<file path="src/rtl/rr_arb_2_1.sv">
// Two-input round-robin arbiter feeding a one-entry registered output slot.
// sel tracks the source of the held data so the downstream mux stays coherent.
module rr_arb_2_1 #(
   parameter int WIDTH = 8
) (
   input  logic             clk,
   input  logic             rst_n,
   input  logic             a_valid,
   input  logic [WIDTH-1:0] a_data,
   output logic             a_ready,
   input  logic             b_valid,
   input  logic [WIDTH-1:0] b_data,
   output logic             b_ready,
   output logic             out_valid,
   output logic [WIDTH-1:0] out_data,
   input  logic             out_ready,
   output logic             sel
);

   logic accept;
   logic grant_a;
   logic grant_b;
   logic last_grant;

   assign accept = !out_valid || out_ready;

   always_comb begin
      grant_a = 1'b0;
      grant_b = 1'b0;
      if (accept) begin
         unique case ({a_valid, b_valid})
            2'b10: grant_a = 1'b1;
            2'b01: grant_b = 1'b1;
            2'b11: begin
               // contention goes to whoever did not win last
               grant_a = last_grant;
               grant_b = !last_grant;
            end
            default: ;
         endcase
      end
   end

   assign a_ready = grant_a;
   assign b_ready = grant_b;

   always_ff @(posedge clk or negedge rst_n) begin
      if (!rst_n) begin
         out_valid  <= 1'b0;
         out_data   <= '0;
         sel        <= 1'b0;
         last_grant <= 1'b1;
      end else if (accept) begin
         if (grant_a || grant_b) begin
            out_valid  <= 1'b1;
            out_data   <= grant_b ? b_data : a_data;
            sel        <= grant_b;
            last_grant <= grant_b;
         end else begin
            out_valid <= 1'b0;
         end
      end
   end

endmodule

</file>
<file path="config.mk">
export PLATFORM = sky130hd
export DESIGN_NAME = rr_arb_2_1
export DESIGN_NICKNAME = d
export VERILOG_FILES = /design/src/rtl/rr_arb_2_1.sv
export SDC_FILE = /design/constraint.sdc
export NUM_CORES = 1
export LEC_CHECK = 0
export CORE_MARGIN = 4
export CORE_UTILIZATION = 39
export CTS_CLUSTER_SIZE = 8
export DETAILED_ROUTE_END_ITERATION = 10
export PLACE_DENSITY = 0.88
export SLEW_MARGIN = 10
export SYNTH_ARGS = -nofsm -noshare
export SYNTH_HDL_FRONTEND = slang
export SYNTH_SLANG_ARGS = --single-unit
</file>
<file path="constraint.sdc">
create_clock -name clk -period 2.2 [get_ports clk]
set_input_delay 0.33 -clock clk [delete_from_list [all_inputs] [get_ports clk]]
set_output_delay 0.33 -clock clk [all_outputs]
set_load 0.02 [all_outputs]
</file>
Word level (Yosys, flattened, before mapping):

Index checks and enable logic that the tools add are counted.

* muxes and demuxes: 6
* reductions and logical operators: 5
* equal/unequal tests: 3

Operators with widths (number)
* 8-bit 2-to-1 mux: 1
* 2-bit == test, second input constant: 2
* 1-bit one-hot mux with 2 select lines: 2
* 1-bit 2-to-1 mux: 3
* 2-bit by 1-bit == test with 1-bit output, second input constant: 1
* 1-bit logical NOT: 2
* 1-bit logical OR: 2
* 2-bit AND reduction: 1

* input bits: 21
* output and inout bits: 12
* register bits: 11

Logic depth before layout (Yosys ltp):

* depth after elaboration: 5
* depth in mapped cells: 4
* mapped depth without buffers: 3

Least setup slack after synthesis:

OpenSTA, ideal clock, no wires.

* path type: register to output
* start: register out_valid
* end: output a_ready
* data required time: 1.870 ns
* data arrival time: 1.005 ns
* cell stages (with the launch flop): 5
* slack: 0.865 ns
* cells stage by stage: dfrtp_1 > nand2b_2 > buf_2 > nand3_1 > inv_1

* longest elaborated chain between the ends: 3

Ends and longest elaborated chain
* start, declared: line 14 `output logic out_valid,`
* start signal, assigned: line 49 `out_valid <= 1'b0;`
* start signal, assigned: line 55 `out_valid <= 1'b1;`
* start signal, assigned: line 60 `out_valid <= 1'b0;`
* 1-bit logical NOT: line 25 `assign accept = !out_valid || out_ready;`
* 1-bit logical OR: line 25
* 1-bit 2-to-1 mux: line 30 `if (accept) begin`
* end, declared: line 10 `output logic a_ready,`

No other way between the ends.

Worst setup path in the final report:

* start: input out_ready
* end: output b_ready

* longest elaborated chain between the ends: 2

Ends and longest elaborated chain
* start, declared: line 16 `input logic out_ready,`
* 1-bit logical OR: line 25
* 1-bit 2-to-1 mux: line 30
* end, declared: line 13 `output logic b_ready,`

No other way between the ends.

==> results.yml <==
placed_design:
  port_buffers: 32
  dp_hpwl_um: 1330
  place_ws_ps: 65.2
  routabilityCongestion: 0.762
  dpl-instance-area_sq_um: 918
worst_setup_path:
  critical_path.most_common_cell: "clkdlybuf4s50_1"
  worst-path-max-fanout: 6
  cp_slowest_cell: "clkdlybuf4s50_1"
  cp.arrival_ps: 1770
  cp-end-kind: "output port"
  path_class: "in2out"
  cp-start-kind: "input port"
  required_ps: 1870
  slowest_delay_ps: 600
  crit_chain: "clkdlybuf4s50_1 > nand2b_2 > and3_4 > clkdlybuf4s50_1"
  startpoint: "out_ready"
  r2r-start: "out_valid"
run_status:
  status: "complete, no violations"
grt:
  grt_pass1_wl_um: 2600
  antenna_found_initial: 0
  grt_pass1_vias: 590
  grt_usage_pct: 16.9
  grt_max_degree: 12
  grt_overflow: 0
sta:
  finalCritPeriodShare_pct: 95.6
  finalMaxSlewViolations: 0
  finClkSkew_ps: 4.71
  final_hold_viol_count: 0
  layout_setup_ws_ps: 96.4
  max_slew_margin_pct: 32.7
  worstMarginPinSlew_ps: 1000
  timing.fmax_ghz: 0.475
  min_period_ps: 2100
  whs_ps: 390
  rsz0062_at_grt: "no"
  setup_viol: 0
  tns_ps: 0
power_and_ir_drop:
  p_int_uw: 437
  p_clk_share_pct: 21.9
  ir_drop_uv: 417
  p_leak_uw: 0.000415
  seqPwrFrac_pct: 40.1
  swShare_pct: 32.0
  power_density_nw_per_um2: 679
  power.switching_uw: 206
  combinationalPowerShare_pct: 38.0
die:
  rows: 13
  die_x_um: 46.3
  initial_utilization_pct: 42.8
  io_pins: 33
  die_area_sq_um: 2140
  dieHeight_um: 46.3
  core_sq_um: 1330
logic_synthesis:
  ys_ff_latch: 11
  synth_cell_types: 19
  yosysSeqAreaShare_pct: 48.5
  netlist_area_sq_um: 571
  syn_area_per_cell_sq_um: 9.84
  synth_cells: 58
  yosysWarnings: 0
  synth_nets: 79
cts:
  clock_latency_ps: 270
  clock_sinks: 11
  clockBufferDepth: 2
  cts-root-buf: "clkbuf_4"
  cts_buffers: 3
  clk_pin_slew_ps: 80
  post_cts_buffers: 0
  cts_tree: "done"
  cts_htree_levels: 1
detailed_routing:
  via_count: 614
  vias_per_cell: 5.58
  wl_per_cell_um: 15.7
  drtIter0Drc: 15
  antenna_left: 0
  drc: 0
  finalWirelength_um: 1730
  first_pass_iters: 4
layout:
  register_area_sq_um: 277
  drive_gt1_share_pct: 12.6
  diodes: 0
  final_cell_area_sq_um: 947
  area_growth_pct: 66.0
  multi_input_area_sq_um: 239
  fill_cells: 100
  mostFrequentLayoutCell: "clkdlybuf4s50_1"
  nNetsFinal: 117
  layout_common_cells: "clkdlybuf4s50_1 (31), dfrtp_1 (10), inv_1 (9), o21ai_0 (9), nand4_1 (8)"
job:
  max_cap_viol_count: 0
hold_path:
  hold_class: "in2async"
## what timing repair did
item                                    in CTS  in global routing
gates resized for setup                      0                  1
endpoints found under the setup margin       0                  1
hold buffers                                 0                  0
## power by group through the flow
stage               clock network, uW  registers (uW)  logic, uW
CTS                               145             258        246
detailed placement                  0             262        245
floorplan                           0             299       74.8
finish                            141             258        244
global route                      151             263        260
global placement                    0             260        241
## flip-flops by register name (all words and copies together) (netlist names)
signal,cells
last_grant,1
out_data,8
out_valid,1
sel,1
## critical path: cells and delay by family
family	cells	cell delay (ps)
buf+inv	2	1080
simple gates	2	370
## cells by family after synthesis
family | after synthesis | synth area share (%)
buf+inv | 12 | 9.65
flops | 11 | 48.5
simple gates | 16 | 17.8
compound gates | 19 | 24.1
## cell usage after synthesis
| cell | instances | area [sq um] |
|---|---|---|
| a21o_1 | 2 | 15.0 |
| and3_4 | 1 | 11.3 |
| buf_2 | 2 | 10.0 |
| buf_6 | 1 | 11.3 |
| dfrtp_1 | 10 | 250 |
| dfstp_2 | 1 | 26.3 |
| inv_1 | 9 | 33.8 |
| nand2_1 | 1 | 3.75 |
| nand2_2 | 1 | 6.26 |
| nand2b_1 | 1 | 6.26 |
| nand2b_2 | 1 | 8.76 |
| nand3_1 | 1 | 5.00 |
| nand4_1 | 8 | 50.1 |
| nor2_1 | 1 | 3.75 |
| nor2b_1 | 1 | 6.26 |
| o21ai_0 | 9 | 45.0 |
| o311ai_0 | 1 | 8.76 |
| o311ai_1 | 6 | 52.6 |
| o311ai_2 | 1 | 16.3 |
## worst paths after layout
kind                       cells past startpoint     endpoint  slack (ps)
hold / removal                                 1  out_data[2]         390
max in group asynchronous                      1   last_grant        1450
min in group clk                               1          sel         480
setup / recovery                               4      b_ready         100
setup reg to reg                               3  out_data[7]         810
hold reg to reg                                1          sel         480
## final cells by class
class                           count  share of cell area [%]
Tap cell                           15                    1.98
Inverter                            9                    3.57
Multi-Input combinational cell     35                    25.2
Timing Repair Buffer               36                    37.3
Sequential cell                    11                    29.2
Clock buffer                        4                    2.77
## metal layers
metal	wire length (um)	track usage, %
met1	693	19.8
met2	881	29.7
met4	10	5.11
met5	0	0
met3	140	4.30
## per-stage QoR
| stage | utilization, % | power, uW | cells |
|---|---|---|---|
| 4_1_cts | 70.8 | 649 | 110 |
| 3_5_place_dp | 68.9 | 507 | 106 |
| 6_report | 71.0 | 643 | 110 |
| 3_3_place_gp | 68.9 | 501 | 106 |
| 5_1_grt | 71.0 | 674 | 110 |
| 2_1_floorplan | - | 374 | 58 |
Power figures use the tool's default switching activity.
